File: src/rtl/uart_rx_gen_if.sv
`default_nettype none
// ============================================================================
// Module   : uart_rx_gen_if
// Brief    : Serial-line, oversample-tick and CPU status bundle of uart_rx_gen.
// Revision : 1.0 - initial release
// ============================================================================
interface uart_rx_gen_if #(
    parameter int DATA_BITS = 8
);
    logic                 rxd;
    logic                 en_rx;
    logic                 over_read;
    logic [DATA_BITS-1:0] d_out;
    logic                 rs;
    logic                 frame_err;
    logic                 parity_err;
    logic                 overrun_err;

    // Pad / tick generator / CPU side
    modport master (
        output rxd, en_rx, over_read,
        input  d_out, rs, frame_err, parity_err, overrun_err
    );

    // Receiver side
    modport slave (
        input  rxd, en_rx, over_read,
        output d_out, rs, frame_err, parity_err, overrun_err
    );
endinterface
`default_nettype wire

File: src/rtl/uart_rx_gen.sv
`default_nettype none
// ============================================================================
// Module   : uart_rx_gen
// Brief    : Oversampling UART receiver with parity, stop-bit and overrun
//            checking. Define UART_RX_MAJORITY_EN for 2-of-3 majority sampling.
// Revision : 1.0 - initial release
// ============================================================================
module uart_rx_gen #(
    parameter int DATA_BITS  = 8,
    parameter int OVERSAMPLE = 8,
    parameter int STOP_BITS  = 1,
    parameter int PARITY     = 0
) (
    input  wire logic    clk,
    input  wire logic    rst,
    uart_rx_gen_if.slave bus
);

    localparam int c_CNT_W = $clog2(OVERSAMPLE);
    localparam int c_BIT_W = $clog2(DATA_BITS + 1);

    localparam logic [c_CNT_W-1:0] c_HALF_BIT  = c_CNT_W'(OVERSAMPLE / 2 - 1);
    localparam logic [c_CNT_W-1:0] c_FULL_BIT  = c_CNT_W'(OVERSAMPLE - 1);
    localparam logic [c_BIT_W-1:0] c_LAST_DATA = c_BIT_W'(DATA_BITS - 1);
    localparam logic [c_BIT_W-1:0] c_LAST_STOP = c_BIT_W'(STOP_BITS - 1);
    localparam logic               c_ODD       = (PARITY == 2);

    typedef enum logic [2:0] {
        S_IDLE      = 3'd0,
        S_START     = 3'd1,
        S_DATA      = 3'd2,
        S_PARITY    = 3'd3,
        S_STOP      = 3'd4,
        S_WAIT_IDLE = 3'd5
    } t_state;

    logic                 r_rxd_meta;
    logic                 r_rxs;
    logic                 w_sample;

    t_state               r_state;
    t_state               w_state_nxt;
    logic [c_CNT_W-1:0]   r_cnt_sample;
    logic [c_CNT_W-1:0]   w_cnt_sample_nxt;
    logic [c_BIT_W-1:0]   r_cnt_bits;
    logic [c_BIT_W-1:0]   w_cnt_bits_nxt;
    logic [DATA_BITS-1:0] r_shift;
    logic [DATA_BITS-1:0] w_shift_nxt;
    logic                 r_par_pend;
    logic                 w_par_pend_nxt;
    logic                 r_stop_bad;
    logic                 w_stop_bad_nxt;
    logic                 w_stop_bad_now;
    logic                 w_par_exp;
    logic                 w_done;
    logic                 w_done_bad;

    logic                 r_done;
    logic                 r_done_bad;
    logic                 r_done_pend;

    logic [DATA_BITS-1:0] r_d_out;
    logic                 r_rs;
    logic                 r_frame_err;
    logic                 r_parity_err;
    logic                 r_overrun_err;

    always_ff @(posedge clk) begin
        if (rst) begin
            r_rxd_meta <= 1'b1;
            r_rxs      <= 1'b1;
        end else begin
            r_rxd_meta <= bus.rxd;
            r_rxs      <= r_rxd_meta;
        end
    end

`ifdef UART_RX_MAJORITY_EN
    // History of rxs at the two previous ticks; the sample point is the third.
    logic [1:0] r_hist;

    always_ff @(posedge clk) begin
        if (rst) begin
            r_hist <= 2'b11;
        end else if (bus.en_rx) begin
            r_hist <= {r_hist[0], r_rxs};
        end
    end

    assign w_sample = (r_hist[1] & r_hist[0]) |
                      (r_hist[1] & r_rxs)     |
                      (r_hist[0] & r_rxs);
`else
    assign w_sample = r_rxs;
`endif

    assign w_par_exp = (^r_shift) ^ c_ODD;

    always_ff @(posedge clk) begin
        if (rst) begin
            r_state      <= S_IDLE;
            r_cnt_sample <= '0;
            r_cnt_bits   <= '0;
            r_shift      <= '0;
            r_par_pend   <= 1'b0;
            r_stop_bad   <= 1'b0;
            r_done       <= 1'b0;
            r_done_bad   <= 1'b0;
            r_done_pend  <= 1'b0;
        end else begin
            r_state      <= w_state_nxt;
            r_cnt_sample <= w_cnt_sample_nxt;
            r_cnt_bits   <= w_cnt_bits_nxt;
            r_shift      <= w_shift_nxt;
            r_par_pend   <= w_par_pend_nxt;
            r_stop_bad   <= w_stop_bad_nxt;
            r_done       <= w_done;
            r_done_bad   <= w_done_bad;
            r_done_pend  <= r_par_pend;
        end
    end

    always_comb begin
        w_state_nxt      = r_state;
        w_cnt_sample_nxt = r_cnt_sample;
        w_cnt_bits_nxt   = r_cnt_bits;
        w_shift_nxt      = r_shift;
        w_par_pend_nxt   = r_par_pend;
        w_stop_bad_nxt   = r_stop_bad;
        w_stop_bad_now   = r_stop_bad | ~w_sample;
        w_done           = 1'b0;
        w_done_bad       = 1'b0;

        if (bus.en_rx) begin
            case (r_state)
                S_IDLE: begin
                    if (!r_rxs) begin
                        w_cnt_sample_nxt = '0;
                        w_state_nxt      = S_START;
                    end
                end

                S_START: begin
                    if (r_cnt_sample == c_HALF_BIT) begin
                        if (w_sample) begin
                            w_state_nxt = S_IDLE;
                        end else begin
                            w_cnt_sample_nxt = '0;
                            w_cnt_bits_nxt   = '0;
                            w_par_pend_nxt   = 1'b0;
                            w_stop_bad_nxt   = 1'b0;
                            w_state_nxt      = S_DATA;
                        end
                    end else begin
                        w_cnt_sample_nxt = r_cnt_sample + 1'b1;
                    end
                end

                S_DATA: begin
                    if (r_cnt_sample == c_FULL_BIT) begin
                        w_cnt_sample_nxt = '0;
                        w_shift_nxt      = {w_sample, r_shift[DATA_BITS-1:1]};
                        if (r_cnt_bits == c_LAST_DATA) begin
                            w_cnt_bits_nxt = '0;
                            w_state_nxt    = (PARITY != 0) ? S_PARITY : S_STOP;
                        end else begin
                            w_cnt_bits_nxt = r_cnt_bits + 1'b1;
                        end
                    end else begin
                        w_cnt_sample_nxt = r_cnt_sample + 1'b1;
                    end
                end

                S_PARITY: begin
                    if (r_cnt_sample == c_FULL_BIT) begin
                        w_cnt_sample_nxt = '0;
                        w_par_pend_nxt   = (w_sample != w_par_exp);
                        w_state_nxt      = S_STOP;
                    end else begin
                        w_cnt_sample_nxt = r_cnt_sample + 1'b1;
                    end
                end

                S_STOP: begin
                    if (r_cnt_sample == c_FULL_BIT) begin
                        w_cnt_sample_nxt = '0;
                        w_stop_bad_nxt   = w_stop_bad_now;
                        if (r_cnt_bits == c_LAST_STOP) begin
                            w_cnt_bits_nxt = '0;
                            w_done         = 1'b1;
                            w_done_bad     = w_stop_bad_now;
                            w_state_nxt    = w_stop_bad_now ? S_WAIT_IDLE : S_IDLE;
                        end else begin
                            w_cnt_bits_nxt = r_cnt_bits + 1'b1;
                        end
                    end else begin
                        w_cnt_sample_nxt = r_cnt_sample + 1'b1;
                    end
                end

                S_WAIT_IDLE: begin
                    if (r_rxs) begin
                        w_state_nxt = S_IDLE;
                    end
                end

                default: begin
                    w_state_nxt = S_IDLE;
                end
            endcase
        end
    end

    // Completion takes priority over a coincident CPU read; a word still
    // unread when the next one lands keeps rs set and raises overrun.
    always_ff @(posedge clk) begin
        if (rst) begin
            r_d_out       <= '0;
            r_rs          <= 1'b0;
            r_frame_err   <= 1'b0;
            r_parity_err  <= 1'b0;
            r_overrun_err <= 1'b0;
        end else if (r_done) begin
            r_d_out       <= r_shift;
            r_rs          <= ~r_done_bad | (r_rs & ~bus.over_read);
            r_frame_err   <= r_done_bad;
            r_parity_err  <= r_done_pend;
            r_overrun_err <= (r_rs | r_overrun_err) & ~bus.over_read;
        end else if (bus.over_read) begin
            r_rs          <= 1'b0;
            r_frame_err   <= 1'b0;
            r_parity_err  <= 1'b0;
            r_overrun_err <= 1'b0;
        end
    end

    assign bus.d_out       = r_d_out;
    assign bus.rs          = r_rs;
    assign bus.frame_err   = r_frame_err;
    assign bus.parity_err  = r_parity_err;
    assign bus.overrun_err = r_overrun_err;

endmodule
`default_nettype wire

File: src/flat_wrapper.sv
// flat-port wrapper written by rule: the top's interface ports become plain ports
module uart_rx_gen_flat 
#(
    parameter int DATA_BITS  = 8,
    parameter int OVERSAMPLE = 8,
    parameter int STOP_BITS  = 1,
    parameter int PARITY     = 0
)
  (clk, rst, bus_rxd, bus_en_rx, bus_over_read, bus_d_out, bus_rs, bus_frame_err, bus_parity_err, bus_overrun_err);
  uart_rx_gen_if #(.DATA_BITS(DATA_BITS)) bus_i ();
  input  wire logic clk;
  input  wire logic rst;
  input wire logic [$bits(bus_i.rxd)-1:0] bus_rxd;
  input wire logic [$bits(bus_i.en_rx)-1:0] bus_en_rx;
  input wire logic [$bits(bus_i.over_read)-1:0] bus_over_read;
  output wire logic [$bits(bus_i.d_out)-1:0] bus_d_out;
  output wire logic [$bits(bus_i.rs)-1:0] bus_rs;
  output wire logic [$bits(bus_i.frame_err)-1:0] bus_frame_err;
  output wire logic [$bits(bus_i.parity_err)-1:0] bus_parity_err;
  output wire logic [$bits(bus_i.overrun_err)-1:0] bus_overrun_err;
  assign bus_i.rxd = bus_rxd;
  assign bus_i.en_rx = bus_en_rx;
  assign bus_i.over_read = bus_over_read;
  assign bus_d_out = bus_i.d_out;
  assign bus_rs = bus_i.rs;
  assign bus_frame_err = bus_i.frame_err;
  assign bus_parity_err = bus_i.parity_err;
  assign bus_overrun_err = bus_i.overrun_err;
  uart_rx_gen #(.DATA_BITS(DATA_BITS), .OVERSAMPLE(OVERSAMPLE), .STOP_BITS(STOP_BITS), .PARITY(PARITY)) u_core (.clk(clk), .rst(rst), .bus(bus_i));
endmodule
File: config.mk
export PLATFORM = sky130hd
export DESIGN_NAME = uart_rx_gen_flat
export DESIGN_NICKNAME = d
export VERILOG_FILES = /design/src/rtl/uart_rx_gen_if.sv /design/src/rtl/uart_rx_gen.sv /design/src/flat_wrapper.sv
export SDC_FILE = /design/constraint.sdc
export NUM_CORES = 1
export LEC_CHECK = 0
export ABC_AREA = 0
export BUFFER_PORTS_ARGS = -buffer_cell sky130_fd_sc_hd__clkbuf_2
export CAP_MARGIN = 20
export CELL_PAD_IN_SITES_DETAIL_PLACEMENT = 0
export CELL_PAD_IN_SITES_GLOBAL_PLACEMENT = 2
export CORE_UTILIZATION = 32
export DETAILED_ROUTE_END_ITERATION = 6
export HOLD_SLACK_MARGIN = 0.02
export PLACE_DENSITY_LB_ADDON = 0.05
export SLEW_MARGIN = 20
export SYNTH_ARGS = -nofsm -noshare
export SYNTH_HDL_FRONTEND = slang
export SYNTH_SLANG_ARGS = --single-unit
File: constraint.sdc
create_clock -name clk -period 2.15 [get_ports clk]
set_input_delay 0.215 -clock clk [delete_from_list [all_inputs] [get_ports clk]]
set_output_delay 0.215 -clock clk [all_outputs]
set_load 0.02 [all_outputs]
* Word level (Yosys, flattened, before mapping)
Index checks and enable logic that the tools add are counted.
** Storage, ports and cells
- Flip-flop bits (word level) :: 37
- Word-level logic and storage cells :: 99
** Operators by class
- Add/sub/neg operators :: 2
- Equal/unequal tests :: 18
- Muxes and demuxes :: 34
- Bitwise operators :: 12
- Reductions and logical operators :: 17
** Operators by type and width (number)
- 3-bit two-way mux :: 12
- 4-bit two-way mux :: 6
- 3-bit one-hot mux with 6 select lines :: 1
- 2-bit by 1-bit != test with 1-bit output, second input constant :: 7
- 4-bit one-hot mux with 3 select lines :: 1
- 1-bit two-way mux :: 10
- 5-bit AND reduction :: 2
- 3-bit by 2-bit equality test with 1-bit output, second input constant :: 3
- 3-bit equality test, second input constant :: 3
- 3-bit one-hot mux with 3 select lines :: 1
- 9-bit AND reduction :: 1
- 8-bit parity :: 1
- 1-bit inverter :: 7
- 6-bit AND reduction :: 1
- 2-bit nonzero test :: 3
- 3-bit nonzero test :: 2
- 5-bit OR reduction :: 1
- 4-bit by 1-bit adder with 4-bit output, second input constant :: 1
- 4-bit by 3-bit equality test with 1-bit output, second input constant :: 1
- 4-bit logical NOT :: 1
- 2-bit != test, second input constant :: 2
- 1-bit one-hot mux with 2 select lines :: 2
- 4-bit OR reduction :: 1
- 3-bit by 1-bit adder with 3-bit output, second input constant :: 1
- 9 further kinds :: 12

* Longest topological paths before layout
- Depth in word-level cells :: 6
- Mapped depth :: 7
- Gate-level depth less buffers :: 7

* Worst setup path before layout
No wires, ideal clock.
- Path type :: register to register
- Start point :: register u_core.r_cnt_sample[0]
- End point :: register u_core.r_cnt_bits[0]
- Setup time :: 0.128 ns
- Data arrival time :: 1.909 ns
- Required time :: 2.022 ns
- Path slack :: 0.114 ns
- Cell stages (with the launch flop) :: 8
- Path buffers :: 0
- Clock period less this slack :: 2.036 ns
- Cell sequence :: dfxtp_1 > ha_1 > ha_1 > or4b_2 > o311a_1 > o21ai_0 > mux2i_1 > nor2_1
** Between the ends
- Cells in the longest elaborated chain, start to end :: 3
- Elaborated cells on any way between the ends :: 6
** RTL lines
- from (decl) :: line uart_rx_gen.sv:43 : logic [c_CNT_W-1:0] r_cnt_sample;
- from (signal assigned) :: line uart_rx_gen.sv:112 : r_cnt_sample <= w_cnt_sample_nxt;
- 3-bit equality test / 3-bit by 2-bit equality test with 1-bit output (equally long branches) :: line uart_rx_gen.sv:160, uart_rx_gen.sv:185, uart_rx_gen.sv:144
- 2-bit by 1-bit != test with 1-bit output (no source line)
- 6-bit AND reduction (no source line) *
- to (signal assigned) :: line uart_rx_gen.sv:113 : r_cnt_bits <= w_cnt_bits_nxt;
- to (decl) :: line uart_rx_gen.sv:45 : logic [c_BIT_W-1:0] r_cnt_bits;
Every way passes the cells marked *; elsewhere a longest branch is shown, timed or not.
A chain may end at the register's enable or synchronous reset.

* Worst setup path after layout
- Start point :: register u_core.r_cnt_sample[0]
- End point :: register u_core.r_state[2]
** Between the ends
- Cells in the longest elaborated chain, start to end :: 3
- Elaborated cells on any way between the ends :: 7
** RTL lines
- 3-bit equality test / 3-bit by 2-bit equality test with 1-bit output (equally long branches)
- 2-bit by 1-bit != test with 1-bit output (no source line)
- 9-bit AND reduction (no source line) *
- to (signal assigned) :: line uart_rx_gen.sv:111 : r_state <= w_state_nxt;
- to (decl) :: line uart_rx_gen.sv:41 : t_state r_state;
Marks and branches as above.

==> results_dict.tcl <==
set metrics [dict create \
    setup.worst_path.start "u_core.r_cnt_sample[0]$_SDFFE_PP0P_" \
    drt_wl_total_mm 3.55 \
    maximum_single_stage_delay_on_the_critical_path_ns 0.62 \
    power.switching_w 0.000286 \
    yosys.cell_count.top_type "dfxtp_1" \
    die_width_um 75.6 \
    post-place-ws_ns -0.0656 \
    power_per_cell_area_mw_per_mm2 664 \
    synth_enable_flop_cells 0 \
    worst_skew_pair.late_latency_ns 0.29 \
    min-delay-path-class "input pin to register" \
    p_sw_frac 0.208 \
    fp.dieH_um 75.6 \
    setup.worst_path.start_class "register" \
    postRouteAntennaNets 0 \
    critical_path_peak_fanout 4 \
    globalplace.congestion 0.814 \
    cts_tree "built" \
    h_tree_depth 2 \
    yosysSeqAreaShare 0.427 \
    floorplan_core_area_mm2 0.00517 \
    post-synth-top-area-cell "dfxtp_1" \
    drc_errors 0 \
    power_leakage_nw 0.768 \
    timing_hold_violations_final 0 \
    timing.critical_path.max_delay_family "simple AND/OR/NAND/NOR gates" \
    gr-usage-all-layers 0.142 \
    detail_route.vias_per_cell 4.82 \
    synth_warnings 0 \
    cts_made_buffers 5 \
    dr.pass1.iters 4 \
    worstReg2RegEnd "u_core.r_state[2]$_SDFFE_PP0P_" \
    grt_start_max_net_pins 36 \
    fin_crit_sh 0.954 \
    cp.buffers_inverters 0 \
    cts.hold.buffers_added 0 \
    worst_slew_pin_slew_ns 0.713 \
    cts_sinks 37 \
    antenna_found_initial 0 \
    synth_area_mm2 0.00173 \
    design.die.area_mm2 0.00571 \
    synth-async-reset-ratio 0 \
    timing_max_transition_violations_final 0 \
    clock_skew_ns 0.00476 \
    finish.net_count 223 \
    antenna-diode-count 0 \
    critical_path_depth 7 \
    clockRootBuffer "clkbuf_8" \
    cell_internal_pwr_w 0.00109 \
    synth_top_cells_by_area "dfxtp_1, mux2i_1, nor2_1, xnor2_1, ha_1" \
    seq_power_share 0.504 \
    yosysTopAreaCellShare 0.427 \
    drtIter0Drc 43 \
    critical_path_class "register to register" \
    maxCapViolations 0 \
    worst_path_max_delay_cell "or4b_2" \
    synth-seq-cells 37 \
    hold-path-cell-count 2 \
    maxSlewHeadroom 0.525 \
    dp.final_hpwl_mm 2.49 \
    clk_transition_reported_paths_ns 0.07 \
    whs_ns 0.105 \
    start_util 0.335 \
    critical_path.cell_chain "ha_2, ha_2, or4b_2, o311a_4, nand4_1, mux2i_1, nor2_1" \
    endpoint_kind "register" \
    synth_commonest_cells "dfxtp_1, nor2_1, mux2i_1" \
    final_period_minus_worst_setup_slack_ns 2.05 \
    setup_tns_ns 0 \
    max-vdd-ir-drop_v 0.000322 \
    num_io_pins 17 \
    fmax_mhz 487 \
    run_status "complete, no violations" \
    nFillCells 528 \
    timing.reg2reg.worst_path_depth 7 \
    ff_latch_area_um2 741 \
    total_power_w 0.00138 \
    critical_path.most_common_cell "ha_2" \
    overflow 0 \
    via_count 1370 \
    std_cell_rows 26 \
    final_number_of_setup_violating_endpoints 0 \
    share_comb_of_total_power 0.040 \
    timing.final.ws_setup_ns 0.0983 \
    syn-mean-instance-area_um2 9.07 \
    first_pass_grt_wire_length_mm 6.04 \
    worstSetupEndpoint "u_core.r_state[2]$_SDFFE_PP0P_" \
    synth_top_flop_cell "dfxtp_1" \
    postSynthNetCount 201 \
    post_synth_inst_count 191 \
    clock_power_share 0.456 \
    area_delta_synth_final_pct 19.5 \
    r2r_setup_slk_ns 0.1 \
    crit_required_ns 2.30 \
    wire_length_per_cell_after_detailed_routing_um 12.5 \
    synth_cell_type_count 43 \
    max-clock-path-buffers 2 \
    multi_input_comb_area_um2 948 \
    arrival_ns 2.21 \
    placement.io_buffers 16 \
    vias_in_the_first_global_route 1285 \
    worst_r2r_startpoint "u_core.r_cnt_sample[0]$_SDFFE_PP0P_" \
    drive_above_1_share 0.215 \
]
## metal layers
metal	part of all wire	track usage	vias up
met1	0.50	0.192	632
met4	0.014	0.0556	0
met5	0	0	-
met2	0.44	0.212	24
li1	-	-	707
met3	0.039	0.0397	7
## final cells by class
class | count | share of cell area
multi-input cells | 138 | 0.458
clock buffers | 6 | 0.0399
inverters | 5 | 0.00906
flip-flops and latches | 37 | 0.358
repair buffers | 26 | 0.0749
well taps | 70 | 0.0423
clock inverters | 2 | 0.0181
## worst min-delay path by stage
stage | start | endpoint
detailed placement | u_core.r_rxd_meta$_SDFF_PP1_ | u_core.r_rxs$_SDFF_PP1_
finish | bus_rxd | u_core.r_rxd_meta$_SDFF_PP1_
floorplan | bus_over_read | u_core.bus.overrun_err$_SDFFE_PP0P_
global route | bus_rxd | u_core.r_rxd_meta$_SDFF_PP1_
CTS | bus_rxd | u_core.r_rxd_meta$_SDFF_PP1_
global placement | u_core.r_rxd_meta$_SDFF_PP1_ | u_core.r_rxs$_SDFF_PP1_
## flip-flops by register name, summed over array words and instances, names as in the netlist, 3 cells and up
register,flops
u_core.r_state,3
u_core.r_shift,8
u_core.bus.d_out,8
u_core.r_cnt_sample,3
u_core.r_cnt_bits,4
## cells by family (layout without fill, tap and decap cells)
logic type               count (synthesis)  count (layout)  share of synthesized area
XOR/XNOR                                 9               9                     0.0455
flip-flops                              37              37                      0.427
AO/OA/AOI/OAI                           31              31                      0.116
multiplexers                            19              19                      0.110
adder cells (fa/ha/maj)                  5               5                     0.0361
AND/OR/NAND/NOR                         74              74                      0.225
buffers and inverters                   16              39                     0.0397
## layout by cell type (no fill, tap or decap), drive strengths merged, types with 7 or more instances in the layout
cell type / instances
dfxtp: 37
xnor2: 8
nor2: 32
a21oi: 11
nand2: 7
clkbuf: 22
buf: 10
o21ai: 7
mux2i: 18
## per-stage QoR
step | util | area (um^2) | cells
floorplan | - | 1730 | 191
global placement | 0.371 | 1920 | 275
detailed placement | 0.371 | 1920 | 275
CTS | 0.395 | 2040 | 283
global route | 0.400 | 2070 | 284
finish | 0.400 | 2070 | 284
## timing repair
item / in CTS / in global routing
setup buffers: 0 / 1
setup endpoints to repair: 3 / 5
endpoints found under the hold margin: 0 / 0
gates resized for setup: 2 / 4
pin swaps: 0 / 2
## power by group through the flow
stage	logic [W]	registers [W]	clock network (W)
detailed placement	0.0000515	0.000709	0
CTS	0.0000522	0.000693	0.000650
global route	0.0000612	0.000694	0.000676
floorplan	0.0000403	0.000707	0
finish	0.0000551	0.000693	0.000627
global placement	0.0000516	0.000710	0
(Power assumes the default switching activity.)
